**src/rtl/tpu_pkg.sv**
```systemverilog
// Shared definitions for the tile sequencer: state encoding, default sizes
// and a small helper used by the optional watchdog.
package tpu_pkg;

  localparam int DEFAULT_WIDTH_HEIGHT   = 16;
  localparam int DEFAULT_TILE_WIDTH     = 8;
  localparam int DEFAULT_TIMEOUT_CYCLES = 64 * DEFAULT_WIDTH_HEIGHT;
  localparam int WATCHDOG_WIDTH         = 16;

  typedef enum logic [2:0] {
    ST_IDLE     = 3'd0,
    ST_LOAD_W   = 3'd1,
    ST_WAIT_W   = 3'd2,
    ST_FEED     = 3'd3,
    ST_WAIT_OUT = 3'd4,
    ST_NEXT     = 3'd5,
    ST_FINISH   = 3'd6
  } seq_state_t;

  function automatic logic is_wait_state(input seq_state_t s);
    return (s == ST_WAIT_W) || (s == ST_WAIT_OUT);
  endfunction

endpackage

```
**src/rtl/tpu_sequencer_if.sv**
```systemverilog
// Job/handshake bundle between the tile sequencer (slave) and the job issuer
// plus downstream loader/reader/writer blocks (master).
interface tpu_sequencer_if
  import tpu_pkg::*;
#(
  parameter int TILE_WIDTH = DEFAULT_TILE_WIDTH
);

  logic                  start;
  logic [TILE_WIDTH-1:0] num_tiles;
  logic                  wt_load_done;
  logic                  wr_done;
  logic                  busy;
  logic                  done;
  logic                  wt_load_start;
  logic                  rd_active;
  logic                  wt_buf_sel;
  logic [TILE_WIDTH-1:0] tile_idx;
  logic                  error;

  modport slave (
    input  start, num_tiles, wt_load_done, wr_done,
    output busy, done, wt_load_start, rd_active, wt_buf_sel, tile_idx, error
  );

  modport master (
    output start, num_tiles, wt_load_done, wr_done,
    input  busy, done, wt_load_start, rd_active, wt_buf_sel, tile_idx, error
  );

endinterface

```
**src/rtl/tpu_sequencer_seq_watchdog.sv**
```systemverilog
// Per-wait-state watchdog: counts cycles while enabled, flags expiry on the
// cycle the limit is reached. Only instantiated under TPU_SEQ_TIMEOUT_EN.
module seq_watchdog
  import tpu_pkg::*;
#(
  parameter int TIMEOUT_CYCLES = DEFAULT_TIMEOUT_CYCLES
) (
  input  logic clk,
  input  logic reset,
  input  logic i_clear,
  input  logic i_enable,
  output logic o_expired
);

  logic [WATCHDOG_WIDTH-1:0] r_count;

  // NOTE: sequential state uses non-blocking assignments so every register
  // samples the pre-edge value of its neighbours.
  always_ff @(posedge clk) begin
    if (reset || i_clear) begin
      r_count <= '0;
    end else if (i_enable) begin
      r_count <= r_count + WATCHDOG_WIDTH'(1);
    end
  end

  // Count is zero on the first wait cycle, so expiry lands on cycle TIMEOUT_CYCLES.
  assign o_expired = i_enable && (r_count == WATCHDOG_WIDTH'(TIMEOUT_CYCLES - 1));

endmodule

```
**src/rtl/tpu_sequencer.sv**
```systemverilog
// Tile sequencer: per tile, pulses the weight loader, then the read controller,
// and waits for the output writer. Optional watchdog: TPU_SEQ_TIMEOUT_EN.
module tpu_sequencer
  import tpu_pkg::*;
#(
  parameter int WIDTH_HEIGHT   = DEFAULT_WIDTH_HEIGHT,
  parameter int TILE_WIDTH     = DEFAULT_TILE_WIDTH,
  parameter int TIMEOUT_CYCLES = 64 * WIDTH_HEIGHT
) (
  input logic            clk,
  input logic            reset,
  tpu_sequencer_if.slave io_seq
);

  seq_state_t            r_state;
  seq_state_t            w_next;
  logic [TILE_WIDTH-1:0] r_num_tiles;
  logic [TILE_WIDTH-1:0] r_tile_idx;
  logic                  r_buf_sel;
  logic                  r_busy;
  logic                  r_done;
  logic                  r_wt_load_start;
  logic                  r_rd_active;
  logic                  r_error;
  logic                  w_accept;
  logic                  w_advance;
  logic                  w_timeout;
  logic                  w_expired;

`ifdef TPU_SEQ_TIMEOUT_EN
  logic w_in_wait;

  assign w_in_wait = is_wait_state(r_state);

  seq_watchdog #(
    .TIMEOUT_CYCLES (TIMEOUT_CYCLES)
  ) u_watchdog (
    .clk       (clk),
    .reset     (reset),
    .i_clear   (!w_in_wait),
    .i_enable  (w_in_wait),
    .o_expired (w_expired)
  );
`else
  assign w_expired = 1'b0;
`endif

  // NOTE: every always_comb output gets a default first so no path leaves a
  // variable unassigned and infers a latch.
  always_comb begin
    w_next    = r_state;
    w_accept  = 1'b0;
    w_advance = 1'b0;
    w_timeout = 1'b0;
    unique case (r_state)
      ST_IDLE: begin
        if (io_seq.start) begin
          w_accept = 1'b1;
          w_next   = (io_seq.num_tiles == '0) ? ST_FINISH : ST_LOAD_W;
        end
      end
      ST_LOAD_W: w_next = ST_WAIT_W;
      ST_WAIT_W: begin
        if (io_seq.wt_load_done) begin
          w_next = ST_FEED;
        end else if (w_expired) begin
          w_timeout = 1'b1;
          w_next    = ST_IDLE;
        end
      end
      ST_FEED: w_next = ST_WAIT_OUT;
      ST_WAIT_OUT: begin
        if (io_seq.wr_done) begin
          w_next = ST_NEXT;
        end else if (w_expired) begin
          w_timeout = 1'b1;
          w_next    = ST_IDLE;
        end
      end
      ST_NEXT: begin
        if (r_tile_idx == r_num_tiles - TILE_WIDTH'(1)) begin
          w_next = ST_FINISH;
        end else begin
          w_advance = 1'b1;
          w_next    = ST_LOAD_W;
        end
      end
      ST_FINISH: w_next = ST_IDLE;
      default:   w_next = ST_IDLE;
    endcase
  end

  // Outputs are decoded from the next state so each pulse appears the cycle
  // after the edge that causes it.
  always_ff @(posedge clk) begin
    if (reset) begin
      r_state         <= ST_IDLE;
      r_num_tiles     <= '0;
      r_tile_idx      <= '0;
      r_buf_sel       <= 1'b0;
      r_busy          <= 1'b0;
      r_done          <= 1'b0;
      r_wt_load_start <= 1'b0;
      r_rd_active     <= 1'b0;
      r_error         <= 1'b0;
    end else begin
      r_state         <= w_next;
      r_busy          <= (w_next != ST_IDLE);
      r_done          <= (w_next == ST_FINISH);
      r_wt_load_start <= (w_next == ST_LOAD_W);
      r_rd_active     <= (w_next == ST_FEED);
      if (w_accept) begin
        r_num_tiles <= io_seq.num_tiles;
        r_tile_idx  <= '0;
        r_buf_sel   <= 1'b0;
        r_error     <= 1'b0;
      end else if (w_advance) begin
        r_tile_idx  <= r_tile_idx + TILE_WIDTH'(1);
        r_buf_sel   <= ~r_buf_sel;
      end
      if (w_timeout) begin
        r_error <= 1'b1;
      end
    end
  end

  assign io_seq.busy          = r_busy;
  assign io_seq.done          = r_done;
  assign io_seq.wt_load_start = r_wt_load_start;
  assign io_seq.rd_active     = r_rd_active;
  assign io_seq.wt_buf_sel    = r_buf_sel;
  assign io_seq.tile_idx      = r_tile_idx;
  assign io_seq.error         = r_error;

endmodule

```
**src/flat_wrapper.sv**
```systemverilog
// flat-port wrapper written by rule: the top's interface ports become plain ports
module tpu_sequencer_flat import tpu_pkg::*;
#(
  parameter int WIDTH_HEIGHT   = DEFAULT_WIDTH_HEIGHT,
  parameter int TILE_WIDTH     = DEFAULT_TILE_WIDTH,
  parameter int TIMEOUT_CYCLES = 64 * WIDTH_HEIGHT
)
  (clk, reset, io_seq_start, io_seq_num_tiles, io_seq_wt_load_done, io_seq_wr_done, io_seq_busy, io_seq_done, io_seq_wt_load_start, io_seq_rd_active, io_seq_wt_buf_sel, io_seq_tile_idx, io_seq_error);
  tpu_sequencer_if #(.TILE_WIDTH(TILE_WIDTH)) io_seq_i ();
  input logic clk;
  input logic reset;
  input wire logic [$bits(io_seq_i.start)-1:0] io_seq_start;
  input wire logic [$bits(io_seq_i.num_tiles)-1:0] io_seq_num_tiles;
  input wire logic [$bits(io_seq_i.wt_load_done)-1:0] io_seq_wt_load_done;
  input wire logic [$bits(io_seq_i.wr_done)-1:0] io_seq_wr_done;
  output wire logic [$bits(io_seq_i.busy)-1:0] io_seq_busy;
  output wire logic [$bits(io_seq_i.done)-1:0] io_seq_done;
  output wire logic [$bits(io_seq_i.wt_load_start)-1:0] io_seq_wt_load_start;
  output wire logic [$bits(io_seq_i.rd_active)-1:0] io_seq_rd_active;
  output wire logic [$bits(io_seq_i.wt_buf_sel)-1:0] io_seq_wt_buf_sel;
  output wire logic [$bits(io_seq_i.tile_idx)-1:0] io_seq_tile_idx;
  output wire logic [$bits(io_seq_i.error)-1:0] io_seq_error;
  assign io_seq_i.start = io_seq_start;
  assign io_seq_i.num_tiles = io_seq_num_tiles;
  assign io_seq_i.wt_load_done = io_seq_wt_load_done;
  assign io_seq_i.wr_done = io_seq_wr_done;
  assign io_seq_busy = io_seq_i.busy;
  assign io_seq_done = io_seq_i.done;
  assign io_seq_wt_load_start = io_seq_i.wt_load_start;
  assign io_seq_rd_active = io_seq_i.rd_active;
  assign io_seq_wt_buf_sel = io_seq_i.wt_buf_sel;
  assign io_seq_tile_idx = io_seq_i.tile_idx;
  assign io_seq_error = io_seq_i.error;
  tpu_sequencer #(.WIDTH_HEIGHT(WIDTH_HEIGHT), .TILE_WIDTH(TILE_WIDTH), .TIMEOUT_CYCLES(TIMEOUT_CYCLES)) u_core (.clk(clk), .reset(reset), .io_seq(io_seq_i));
endmodule
```
**config.mk**
```make
export PLATFORM = sky130hd
export DESIGN_NAME = tpu_sequencer_flat
export DESIGN_NICKNAME = d
export VERILOG_FILES = /design/src/rtl/tpu_pkg.sv /design/src/rtl/tpu_sequencer_if.sv /design/src/rtl/tpu_sequencer_seq_watchdog.sv /design/src/rtl/tpu_sequencer.sv /design/src/flat_wrapper.sv
export SDC_FILE = /design/constraint.sdc
export NUM_CORES = 1
export LEC_CHECK = 0
export CAP_MARGIN = 20
export CORE_MARGIN = 2
export CORE_UTILIZATION = 54
export CTS_BUF_LIST = sky130_fd_sc_hd__clkbuf_4
export DETAILED_ROUTE_END_ITERATION = 12
export PLACE_DENSITY = 0.92
export SYNTH_ARGS = -nofsm -noshare
export SYNTH_HDL_FRONTEND = slang
export SYNTH_HIERARCHICAL = 1
export SYNTH_SLANG_ARGS = --single-unit
```
**constraint.sdc**
```tcl
create_clock -name clk -period 2.42 [get_ports clk]
set_input_delay 0.242 -clock clk [delete_from_list [all_inputs] [get_ports clk]]
set_output_delay 0.242 -clock clk [all_outputs]
set_load 0.1 [all_outputs]
```
# Word-level counts from Yosys, hierarchy flattened
# Cells that the tools add are included.
# totals
romBits	0
out_inout_bits	14
ff_bits	24
latch_bits	0
elab_cells	34
mem_count	0
mem_bits_rw	0
# op_classes
mux	10
multipliers	0
n_bitwise	1
div_mod_pow	0
n_shift	0
n_eq_ne	9
addsub	2
magnitude_cmp	0
n_reduce_logical	4
# ops
cell	n
one-hot mux 3 bit (6 select lines)	1
two-way mux 3 bit	5
== test 3 x 2 -> 1 bit (second input constant)	3
== test 3 bit (second input constant)	3
adder 8 x 1 -> 8 bit (second input constant)	1
== test 8 bit	1
logical NOT 8 bit	1
subtractor 8 x 1 -> 8 bit (second input constant)	1
== test 3 x 1 -> 1 bit (second input constant)	2
two-way mux 1 bit	4
logical NOT 3 bit	1
nonzero test 3 bit	1
OR reduction 2 bit	1
NOT 1 bit	1

# Longest topological paths before layout
# logic_depth
ltp_word	5
mapped_depth	11
mapped_depth_nobuf	8

# Least setup slack after synthesis
# No wires, ideal clock.
# synth_path
path_kind	reg2reg
start	register u_core.r_tile_idx[3] (netlist: u_core/io_seq.tile_idx[3])
end	register u_core.r_wt_load_start (netlist: u_core/io_seq.wt_load_start)
stages_incl_launch_ff	8
arrival_ns	2.225
period_less_slack_ns	2.341
required_ns	2.304
slack_ns	0.079
path_buffers	1
cell_sequence	dfxtp_1 -> xor2_1 -> xnor2_1 -> nand3_1 -> a2111oi_4 -> buf_6 -> nand3_1 -> and3_1
# synth_between
elab_chain_cells	4
# synth_lines
item	line_no	source
from (decl)	tpu_sequencer.sv:18	logic [TILE_WIDTH-1:0] r_tile_idx;
from (signal assigned)	tpu_sequencer.sv:118	r_tile_idx <= r_tile_idx + TILE_WIDTH'(1);
== test 8 bit	tpu_sequencer.sv:81	if (r_tile_idx == r_num_tiles - TILE_WIDTH'(1)) begin
two-way mux 3 bit	tpu_sequencer.sv:81	
one-hot mux 3 bit (6 select lines)	tpu_sequencer.sv:55	unique case (r_state)
== test 3 x 1 -> 1 bit	tpu_sequencer.sv:110	r_wt_load_start <= (w_next == ST_LOAD_W);
to (signal assigned)	tpu_sequencer.sv:110	
to (decl)	tpu_sequencer.sv:22	logic r_wt_load_start;
# Every way passes these cells.
# A chain may end at the register's enable or synchronous reset.

# Worst setup path in the final report
# layout_path
start	register u_core.r_num_tiles[0]
end	register u_core.r_tile_idx[3] (netlist: u_core/io_seq.tile_idx[3])
# layout_between
elab_chain_cells	4
# layout_lines
item	line_no	source
from (decl)	tpu_sequencer.sv:17	logic [TILE_WIDTH-1:0] r_num_tiles;
from (signal assigned)	tpu_sequencer.sv:113	r_num_tiles <= io_seq.num_tiles;
subtractor 8 x 1 -> 8 bit	tpu_sequencer.sv:81	
== test 8 bit	tpu_sequencer.sv:81	
two-way mux 1 bit	tpu_sequencer.sv:81	
two-way mux 1 bit	tpu_sequencer.sv:55	
# Every way passes these cells.

==> impl_metrics.csv <==
group,metric,value,unit
outcome,status,"completed",
drt,vias,1327,
clocking,ctsHoldBuffers,0,
clocking,clock_sinks,24,
global_route,grt_use_total,19.9,%
yosys,ys_seq_area_share,32.1,%
clocking,cts_tree,"built",
yosys,synth_area_leader_cell,"dfxtp_1",
run,maxCapViolations,0,
clocking,cts_resized,0,
sta,tns,0,ns
clocking,root_buffer,"clkbuf_4",
critical_path,rr_worst_depth,9,
floorplan,die_h,56.6,um
critical_path,cp_max_fo,8,
drt,drt_iter0_markers,45,
cells_and_area,areaGrowthSynthToFinish,17.2,%
critical_path,arrival,2.35,ns
place,pre_cts_ws,0.325,ns
clocking,cts.path.max_buffers,2,
hold_path,min_from,"io_seq_num_tiles[7]",
pwr,vdd_ir_drop_max,0.615,mV
pwr,pwr-share-seq,48.2,%
yosys,syn_area,1500,um2
cells_and_area,nNetsFinal,220,
global_route,grt_overflow,0,
critical_path,cp-end-kind,"flop",
place,place.gp.congestion,0.918,
yosys,syn_nets,197,
critical_path,path_class,"reg2reg",
clocking,clk_latency,0.32,ns
hold_path,holdPathStages,3,
yosys,yosysTopAreaCellShare,32.1,%
hold_path,min_to,"u_core/r_num_tiles[7]",
floorplan,die_area,3210,um2
pwr,power.total,0.926,mW
yosys,yosysMostFrequentCell,"nand2_1",
yosys,synth-edff-count,0,
floorplan,start_util,55.7,%
critical_path,crit-reg2reg-launch,"u_core/r_num_tiles[0]",
cells_and_area,final_area,1750,um2
floorplan,die_w,56.6,um
yosys,synth_flop_cell,"dfxtp_1",
critical_path,reg2reg_to,"u_core/io_seq.tile_idx[3]",
yosys,synthTopCellsByArea,"dfxtp_1 32%, nand2_1 8.5%, mux2i_1 6.7%",
floorplan,core,2690,um2
clocking,htreeDepth,1,
cells_and_area,drive_gt1_share,18.1,%
global_route,grt_pass1_vias,1151,
drt,wl_per_cell,12.9,um
drt,wl,3020,um
drt,ant_nets,0,
place,dpl_cell_area,1730,um2
floorplan,rows,19,
sta,fmax,0.469,GHz
pwr,switching_share,36.0,%
pwr,power.share.clock,19.8,%
critical_path,rrSetupSlack,0.29,ns
clocking,cts_setup_buffers,0,
sta,hold_viol_final,0,
pwr,switchingPower,0.333,mW
sta,fin_crit_sh,88.0,%
clocking,cts-buffers-inserted,3,
drt,route.detailed.drc,0,
yosys,ys_ff_latch,24,
sta,rsz0062_at_grt,"false",
pwr,p_int,0.593,mW
sta,holdWs,0.468,ns
pwr,leakagePower,0.697,nW
place,hpwlAfterDp,2280,um
pwr,power.density,528,nW/um2
yosys,post_synth.cell_area_avg,8.22,um2
yosys,yosysWarnings,6,
sta,worst_slack,0.290,ns
drt,dr.pass1.iters,4,
global_route,grt_max_degree,24,
drt,avgViaCountPerCell,5.65,
global_route,antenna_found_initial,0,
sta,period_minus_slack,2.13,ns
sta,finalSetupViolCount,0,
critical_path,startpoint_type,"flop",
cells_and_area,insertedDiodeCount,0,
critical_path,worst_ep_required_time,2.64,ns
global_route,grt_pass1_wl,5060,um
sta,clock_skew,0.00592,ns
pwr,share_comb_of_total_power,32.0,%
sta,relSlewSlack,61.0,%
yosys,syn-instance-count,182,
clocking,cts.reportedPaths.clkPinSlew,0.13,ns
sta,drv_slew,0,
place,port_buffers,25,
hold_path,hp-class,"in2reg",
sta,tightest_slew,0.583,ns
yosys,synth_cell_type_count,43,
yosys,async_flop_share,0,%
floorplan,io-pin-count,27,
yosys,synth_commonest_cells,"34 x nand2_1, 24 x dfxtp_1, 15 x a21oi_1",
==> critical path: stages, from the launching register on <==
cell and delay (ns):
dfxtp_1 0.46, inv_1 0.08, ha_1 0.31, o21bai_1 0.20, a211oi_1 0.25, o21bai_1 0.11
nand2_1 0.23, buf_4 0.22, a21oi_2 0.06, mux2i_1 0.11
==> layout make-up <==
class	count	area, um2
clock buffers	3	22.5
clock inverters	1	3.75
fillers	225	932
repair buffers	32	270
multi-input cells	141	927
inverters	3	11.3
well taps	31	38.8
flip-flops and latches	24	480
==> power by group through the flow <==
| stage | registers [mW] | clock network, mW | logic, mW |
|---|---|---|---|
| 2_1_floorplan | 0.484 | 0 | 0.197 |
| 3_3_place_gp | 0.453 | 0 | 0.290 |
| 3_5_place_dp | 0.455 | 0 | 0.295 |
| 4_1_cts | 0.446 | 0.185 | 0.296 |
| 5_1_grt | 0.450 | 0.204 | 0.323 |
| 6_report | 0.446 | 0.183 | 0.297 |
==> worst max path at each step <==
stage | end | cells past startpoint | start
detailed placement | u_core/io_seq.tile_idx[6] | 9 | u_core/r_num_tiles[0]
CTS | u_core/io_seq.tile_idx[6] | 9 | u_core/r_num_tiles[0]
finish | u_core/io_seq.tile_idx[3] | 9 | u_core/r_num_tiles[0]
floorplan | u_core/io_seq.wt_load_start | 7 | u_core/io_seq.tile_idx[3]
global placement | u_core/io_seq.wt_load_start | 9 | u_core/r_num_tiles[0]
global route | u_core/io_seq.tile_idx[6] | 9 | u_core/r_num_tiles[0]
==> cells by family (layout without fill, tap and decap cells) <==
group           after synthesis  in the layout  synth area share [%]
other cells                   1              1                 0.251
fa+ha+maj                     2              2                  1.67
flops                        24             24                  32.1
compound gates               36             36                  17.8
xor+xnor                     11             11                  6.44
mux                          10             10                  6.69
simple gates                 81             81                  29.1
buf+inv                      17             39                  5.94
==> through the flow <==
step                      util (%)  cells
after global placement        64.3    231
after global routing          65.3    235
after CTS                     65.3    235
final                         65.3    235
after floorplan                  -    182
after detailed placement      64.3    231
==> registers in the layout, indices dropped and copies added (netlist names) <==
name / count
u_core/io_seq.done: 1
u_core/r_state: 3
u_core/io_seq.rd_active: 1
u_core/io_seq.wt_load_start: 1
u_core/io_seq.wt_buf_sel: 1
u_core/r_num_tiles: 8
u_core/io_seq.tile_idx: 8
u_core/io_seq.busy: 1
==> per-layer routing <==
| layer | GRT usage (%) | vias up | share of wire, % |
|---|---|---|---|
| met3 | 3.00 | 9 | 5.3 |
| li1 | - | 682 | - |
| met4 | 9.52 | 0 | 2.5 |
| met5 | 0 | - | 0 |
| met2 | 30.7 | 40 | 46 |
| met1 | 27.1 | 596 | 46 |
==> placed cells by master, fill, tap and decap left out, types with 2 or more instances in the layout <==
cell	count
nand2_1	34
dfxtp_1	24
buf_4	20
a21oi_1	15
clkdlybuf4s50_1	12
mux2i_1	10
nor2_1	9
or3_1	8
xor2_1	6
nand4_1	6
a21oi_2	6
xnor2_1	5
nor3_1	4
and3_1	4
clkbuf_4	3
inv_1	3
nand3_1	3
nand3b_1	3
o21bai_1	2
nor2b_1	2
o21ai_0	2
ha_1	2
(Power assumes the default switching activity.)
==> RTL edit 1: new RTL, config.mk and constraints unchanged <==
Add a define of `TPU_SEQ_TIMEOUT_EN`.
--- a/src/rtl/tpu_sequencer.sv
+++ b/src/rtl/tpu_sequencer.sv
@@ -1,5 +1,7 @@
 // Tile sequencer: per tile, pulses the weight loader, then the read controller,
 // and waits for the output writer. Optional watchdog: TPU_SEQ_TIMEOUT_EN.
+`define TPU_SEQ_TIMEOUT_EN
+
 module tpu_sequencer
   import tpu_pkg::*;
 #(
Function: no difference found for any inputs over 10 cycles, from zero or initial values and one cycle with reset high; that may be too few to reach the edited logic, so the function may still have changed.
==> RTL edit 1 against the original RTL <==
First-iteration DRC count rose to 4.5 times the old value; worst setup slack got worse by 0.12 ns; maximum frequency decreased by 5.3%; wire length increased by 63%; via count up 52%; critical endpoint is now u_core/io_seq.tile_idx[5]$_SDFFE_PP0P_; sequential power is 62% higher; power rose by 45%; synthesized area grew 42%; sequential share of layout area is 5.0 points higher; sequential cell count increased by 17; final area is 46% higher.
==> RTL edit 1: results (changes against the original RTL) <==
clock transition time at the flip-flop clock pins of the worst setup and hold paths 0.11 ns (-0.02 ns); normalized max-slew margin 65.8% (+4.8 points); GPL Wtd Cong 0.831 (-9.5%); max FFs per register 16; placed instance area 2450 um^2 (+42%); share of post-route cells with drive strength above 1 20.8% (+2.7 points); CTS HTree Levels 2 (+1); largest stage delay on the critical path 0.51 ns (+0.05 ns); top cells by area, synth dfxtp_1 39%, nand2_1 5.8%, a21oi_1 5.7%; worst skew pair latency 0.35 ns (+0.03 ns); number of CTS-inserted buffers 5 (+2); total routing resource utilization after global routing 23.4% (+3.5 points); Post-Syn Nets 275 (+40%); Leak 0.966 nW (+39%); vias in the first global route 1907 (+66%); NumNets Final 309 (+40%); count of yosys warnings during synthesis 6 (unchanged); count of cell types in the netlist 48 (+12%); Max IR drop VDD 387 uV (-37%); placed wire-length estimate after detailed placement 3570 um (+57%); sequential cell area fraction in the yosys report 38.7% (+6.6 points); count of buffers inserted at the top-level ports 26 (+4.0%); maximum fanout encountered on the critical timing path 7 (-1); final antenna diode count 0 (unchanged); worst clock skew 0.00376 ns (-0.00215 ns); average via count per standard cell 5.90 (+4.4%); maximum number of pins on one net before global-route repair 18 (-25%); wire length of the first global-routing pass 7960 um (+57%); Detailed Route WL 4920 um (+63%); Max Transition Viols Final 0 (unchanged); most frequent standard cell in the layout excluding fill and tap cells dfxtp_1; most flop-heavy register u_core/u_watchdog/r_count; Worst path slowest cell or4_1; proportion of synthesized flip-flops having asynchronous set or reset 0% (unchanged); number of iterations in the first detailed-routing pass 5 (+1); count of fill cells added during filler insertion 299 (+33%); CTS root buf clkbuf_4; top cells by instance count after synthesis 41 x dfxtp_1, 33 x nand2_1, 27 x nor2_1; maximum buffer depth of the clock tree 2 (unchanged); number of antenna violations at the first check in global routing 0 (unchanged); Iter 0 DRT Violations 202 (+350%); worst hold-check path type input pin to register; outcome finished, final reports clean
RTL edit 1: kinds of logic (layout without fill, tap and decap cells):
kind of cell | count (synthesis) | count (layout) | share of synthesized area [%]
AOI/OAI and AO/OA | 50 | 50 | 15.7
xor gates and xnor gates | 21 | 21 | 8.67
adders and majority gates | 3 | 3 | 1.77
buffers and inverters | 21 | 55 | 3.83
DFF | 41 | 41 | 38.7
muxes | 1 | 1 | 0.472
and+or+nand+nor | 122 | 122 | 30.9
RTL edit 1: what timing repair did:
action,in CTS,in global routing
gates resized for setup,0,9
setup buffers,0,1
setup endpoints to repair,0,4
RTL edit 1: final timing paths:
check	end	startpoint	slack, ns	cells past startpoint
setup / recovery	u_core/io_seq.tile_idx[5]$_SDFFE_PP0P_	u_core/r_num_tiles[0]$_SDFFE_PP0P_	0.17	8
hold / removal	u_core/r_num_tiles[4]$_SDFFE_PP0P_	io_seq_num_tiles[4]	0.45	3
setup reg to reg	u_core/io_seq.tile_idx[5]$_SDFFE_PP0P_	u_core/r_num_tiles[0]$_SDFFE_PP0P_	0.17	8
hold reg to reg	u_core/r_num_tiles[7]$_SDFFE_PP0P_	u_core/r_num_tiles[7]$_SDFFE_PP0P_	0.50	2
RTL edit 1: layout make-up:
cell class / instances / area, um^2 / area share (%)
Tap cell: 48 / 60.1 / 2.35
Clock buffer: 5 / 37.5 / 1.47
Multi-Input combinational cell: 197 / 1270 / 49.9
Timing Repair Buffer: 36 / 300 / 11.8
Sequential cell: 41 / 826 / 32.4
Inverter: 12 / 45.0 / 1.76
Clock inverter: 2 / 11.3 / 0.441
RTL edit 1: power by group:
part           switching (W)  total (W)  internal [W]
Combinational       0.000186   0.000300      0.000114
Clock               0.000216   0.000320      0.000104
Sequential         0.0000263   0.000724      0.000697
Total               0.000428    0.00134      0.000915
RTL edit 1: through the flow:
stage                     hold slack, ns  worst slack [ns]  cells
after global placement             0.466             0.181    333
final                              0.454             0.171    341
after global routing               0.446            0.0308    341
after detailed placement           0.478            0.0744    333
after CTS                          0.434            0.0600    340
after floorplan                    0.311          0.000214    259
RTL edit 1: routing by layer:
layer | GRT usage (%) | vias to the layer above | routed length [um]
li1 | - | 982 | -
met1 | 25.3 | 941 | 2030
met2 | 42.3 | 75 | 2520
met3 | 7.43 | 13 | 274
met4 | 8.67 | 0 | 91
met5 | 0 | - | 0
RTL edit 1: worst max-delay path, delay by kind of cell (launching register included):
kind | cells | cell delay, ns
AO/OA/AOI/OAI | 3 | 0.51
adder cells (fa/ha/maj) | 1 | 0.23
buffers and inverters | 1 | 0.07
flip-flops | 1 | 0.42
AND/OR/NAND/NOR | 3 | 0.95
==> RTL edit 2: new RTL, same settings <==
Made on the original files. The 7 states of `seq_state_t` get a one-hot encoding in 7 bits.
--- a/src/rtl/tpu_pkg.sv
+++ b/src/rtl/tpu_pkg.sv
@@ -7,14 +7,14 @@
   localparam int DEFAULT_TIMEOUT_CYCLES = 64 * DEFAULT_WIDTH_HEIGHT;
   localparam int WATCHDOG_WIDTH         = 16;
 
-  typedef enum logic [2:0] {
-    ST_IDLE     = 3'd0,
-    ST_LOAD_W   = 3'd1,
-    ST_WAIT_W   = 3'd2,
-    ST_FEED     = 3'd3,
-    ST_WAIT_OUT = 3'd4,
-    ST_NEXT     = 3'd5,
-    ST_FINISH   = 3'd6
+  typedef enum logic [6:0] {
+    ST_IDLE     = 7'b0000001,
+    ST_LOAD_W   = 7'b0000010,
+    ST_WAIT_W   = 7'b0000100,
+    ST_FEED     = 7'b0001000,
+    ST_WAIT_OUT = 7'b0010000,
+    ST_NEXT     = 7'b0100000,
+    ST_FINISH   = 7'b1000000
   } seq_state_t;
 
   function automatic logic is_wait_state(input seq_state_t s);
Function: no difference found for any inputs over 10 cycles, from zero or initial values and one cycle with reset high; not proved beyond that.
==> RTL edit 2 against the original RTL <==
Worst setup slack worse by 0.090 ns; sequential cell count is 4 higher; maximum frequency is 4.1% lower; power is 5.2% higher; die area is 4.7% higher; synthesized area is 5.1% higher; final cell count is 2.6% higher; final area is 6.3% higher; wire length is 10% higher.
==> RTL edit 2: results (changes against the original RTL) <==
met1 wire length 1500 um (+7.0%); count of yosys warnings during synthesis 6 (unchanged); average cell area after synthesis 8.55 um^2 (+4.0%); sequential cell area fraction in the yosys report 35.6% (+3.5 points); Plain + repair buffers 32 (unchanged); placed instance area 1810 um^2 (+4.5%); count of cell types in the netlist 50 (+16%); count of state elements after synthesis 28 (+17%); worst hold-check path type register to register; wire length of the first global-routing pass 5580 um (+10%); worst skew pair latency 0.32 ns (about the same); clock network contribution to total cell area 1.41% (-0.089 points); maximum fanout encountered on the critical timing path 13 (+5); Leak 0.691 nW (-0.77%); Finished Core Util 67.6% (+2.3 points); Iter 0 DRT Violations 53 (+18%); cell family with the largest share of critical-path delay simple AND/OR/NAND/NOR gates; CTS root buf clkbuf_4; outcome finished, final reports clean; CTS HTree Levels 1 (unchanged); Detailed Route WL 3330 um (+10%); NumNets Final 226 (+2.7%); proportion of cell area occupied by multi-input gates 49.4% (-3.5 points); vias in the first global route 1219 (+5.9%); number of clock buffer instances in the layout 3 (unchanged); GRT met1 Usage 28.2% (+1.1 points); area share of buffers outside the clock network 15.2% (-0.25 points); amount of wire on met2 after detailed routing 1710 um (+23%); largest stage delay on the critical path 0.35 ns (-0.11 ns); final antenna diode count 0 (unchanged); Switching Power 0.000313 W (-6.2%); routed wl met3 107 um (-34%); met2 Track Usage GR 36.7% (+6.0 points); Critical Path AT 2.46 ns (+0.11 ns); GR Util met3 2.23% (-0.76 points); total routing resource utilization after global routing 21.0% (+1.1 points); Max IR drop VDD 411 uV (-33%); average via count per standard cell 5.85 (+3.7%); placed wire-length estimate after detailed placement 2630 um (+15%); maximum buffer depth of the clock tree 2 (unchanged); Post-Syn Nets 199 (+1.0%); top cells by area, synth dfxtp_1 36%, xnor2_1 6.1%, a21oi_1 5.1%; number of signal-net inverters in the final layout 9 (+6); area taken by flip-flops and latches 563 um^2 (+17%); worst clock skew 0.00707 ns (+0.00115 ns); share of post-route cells with drive strength above 1 20.5% (+2.3 points); average routed wire per standard cell 13.8 um (+7.4%); Cell Count Post-Placement 236 (+2.2%); top cells by instance count after synthesis 28 x dfxtp_1, 16 x a21oi_1, 15 x nand3_1, 15 x nor2_1, 14 x nand2_1; maximum number of pins on one net before global-route repair 16 (-33%); highest metal layer with signal wires met4; Setup WS pre-CTS 0.156 ns (-0.169 ns); GPL Wtd Cong 0.863 (-6.0%); multi-input combinational gate total 137 (-2.8%); count of fill cells added during filler insertion 226 (+0.44%)
==> RTL edit 2: cell types whose count changed in the layout (fill, tap and decap cells not counted), sizes merged, moves of 6 or more <==
cell   before  now
inv         3    9
mux2i      10    3
nand2      34   15
nand3       3   15
nor2        9   16
or3         8    2
xnor2       5   11
==> RTL edit 2: power by group through the flow <==
stage	Sequential (W)	Clock, W	Combinational [W]
3_5_place_dp	0.000516	0	0.000273
3_3_place_gp	0.000515	0	0.000267
4_1_cts	0.000507	0.000191	0.000274
6_report	0.000507	0.000188	0.000279
5_1_grt	0.000510	0.000215	0.000306
2_1_floorplan	0.000541	0	0.000176
==> RTL edit 2: cell families after synthesis <==
kind of cell / share of synthesized area, %
other: 0.238
muxes: 2.63
xor gates and xnor gates: 8.83
and+or+nand+nor: 27.3
AOI/OAI and AO/OA: 17.1
adders and majority gates: 1.59
buffers and inverters: 6.68
DFF: 35.6
==> RTL edit 2: final timing paths <==
check	endpoint	slack, ns	depth (start not counted)	startpoint
setup / recovery	u_core/io_seq.tile_idx[4]$_SDFFE_PP0N_	0.20	10	u_core/r_num_tiles[0]$_SDFFE_PP0P_
hold / removal	u_core/r_num_tiles[6]$_SDFFE_PP0P_	0.50	2	u_core/r_num_tiles[6]$_SDFFE_PP0P_
setup reg to reg	u_core/io_seq.tile_idx[4]$_SDFFE_PP0N_	0.20	10	u_core/r_num_tiles[0]$_SDFFE_PP0P_
hold reg to reg	u_core/r_num_tiles[6]$_SDFFE_PP0P_	0.50	2	u_core/r_num_tiles[6]$_SDFFE_PP0P_
==> RTL edit 2: repair_timing <==
action,CTS,global route
hold buffers,0,0
gates resized for setup,0,3
endpoints found under the hold margin,0,0
endpoints found under the setup margin,0,3
buffers inserted,0,1
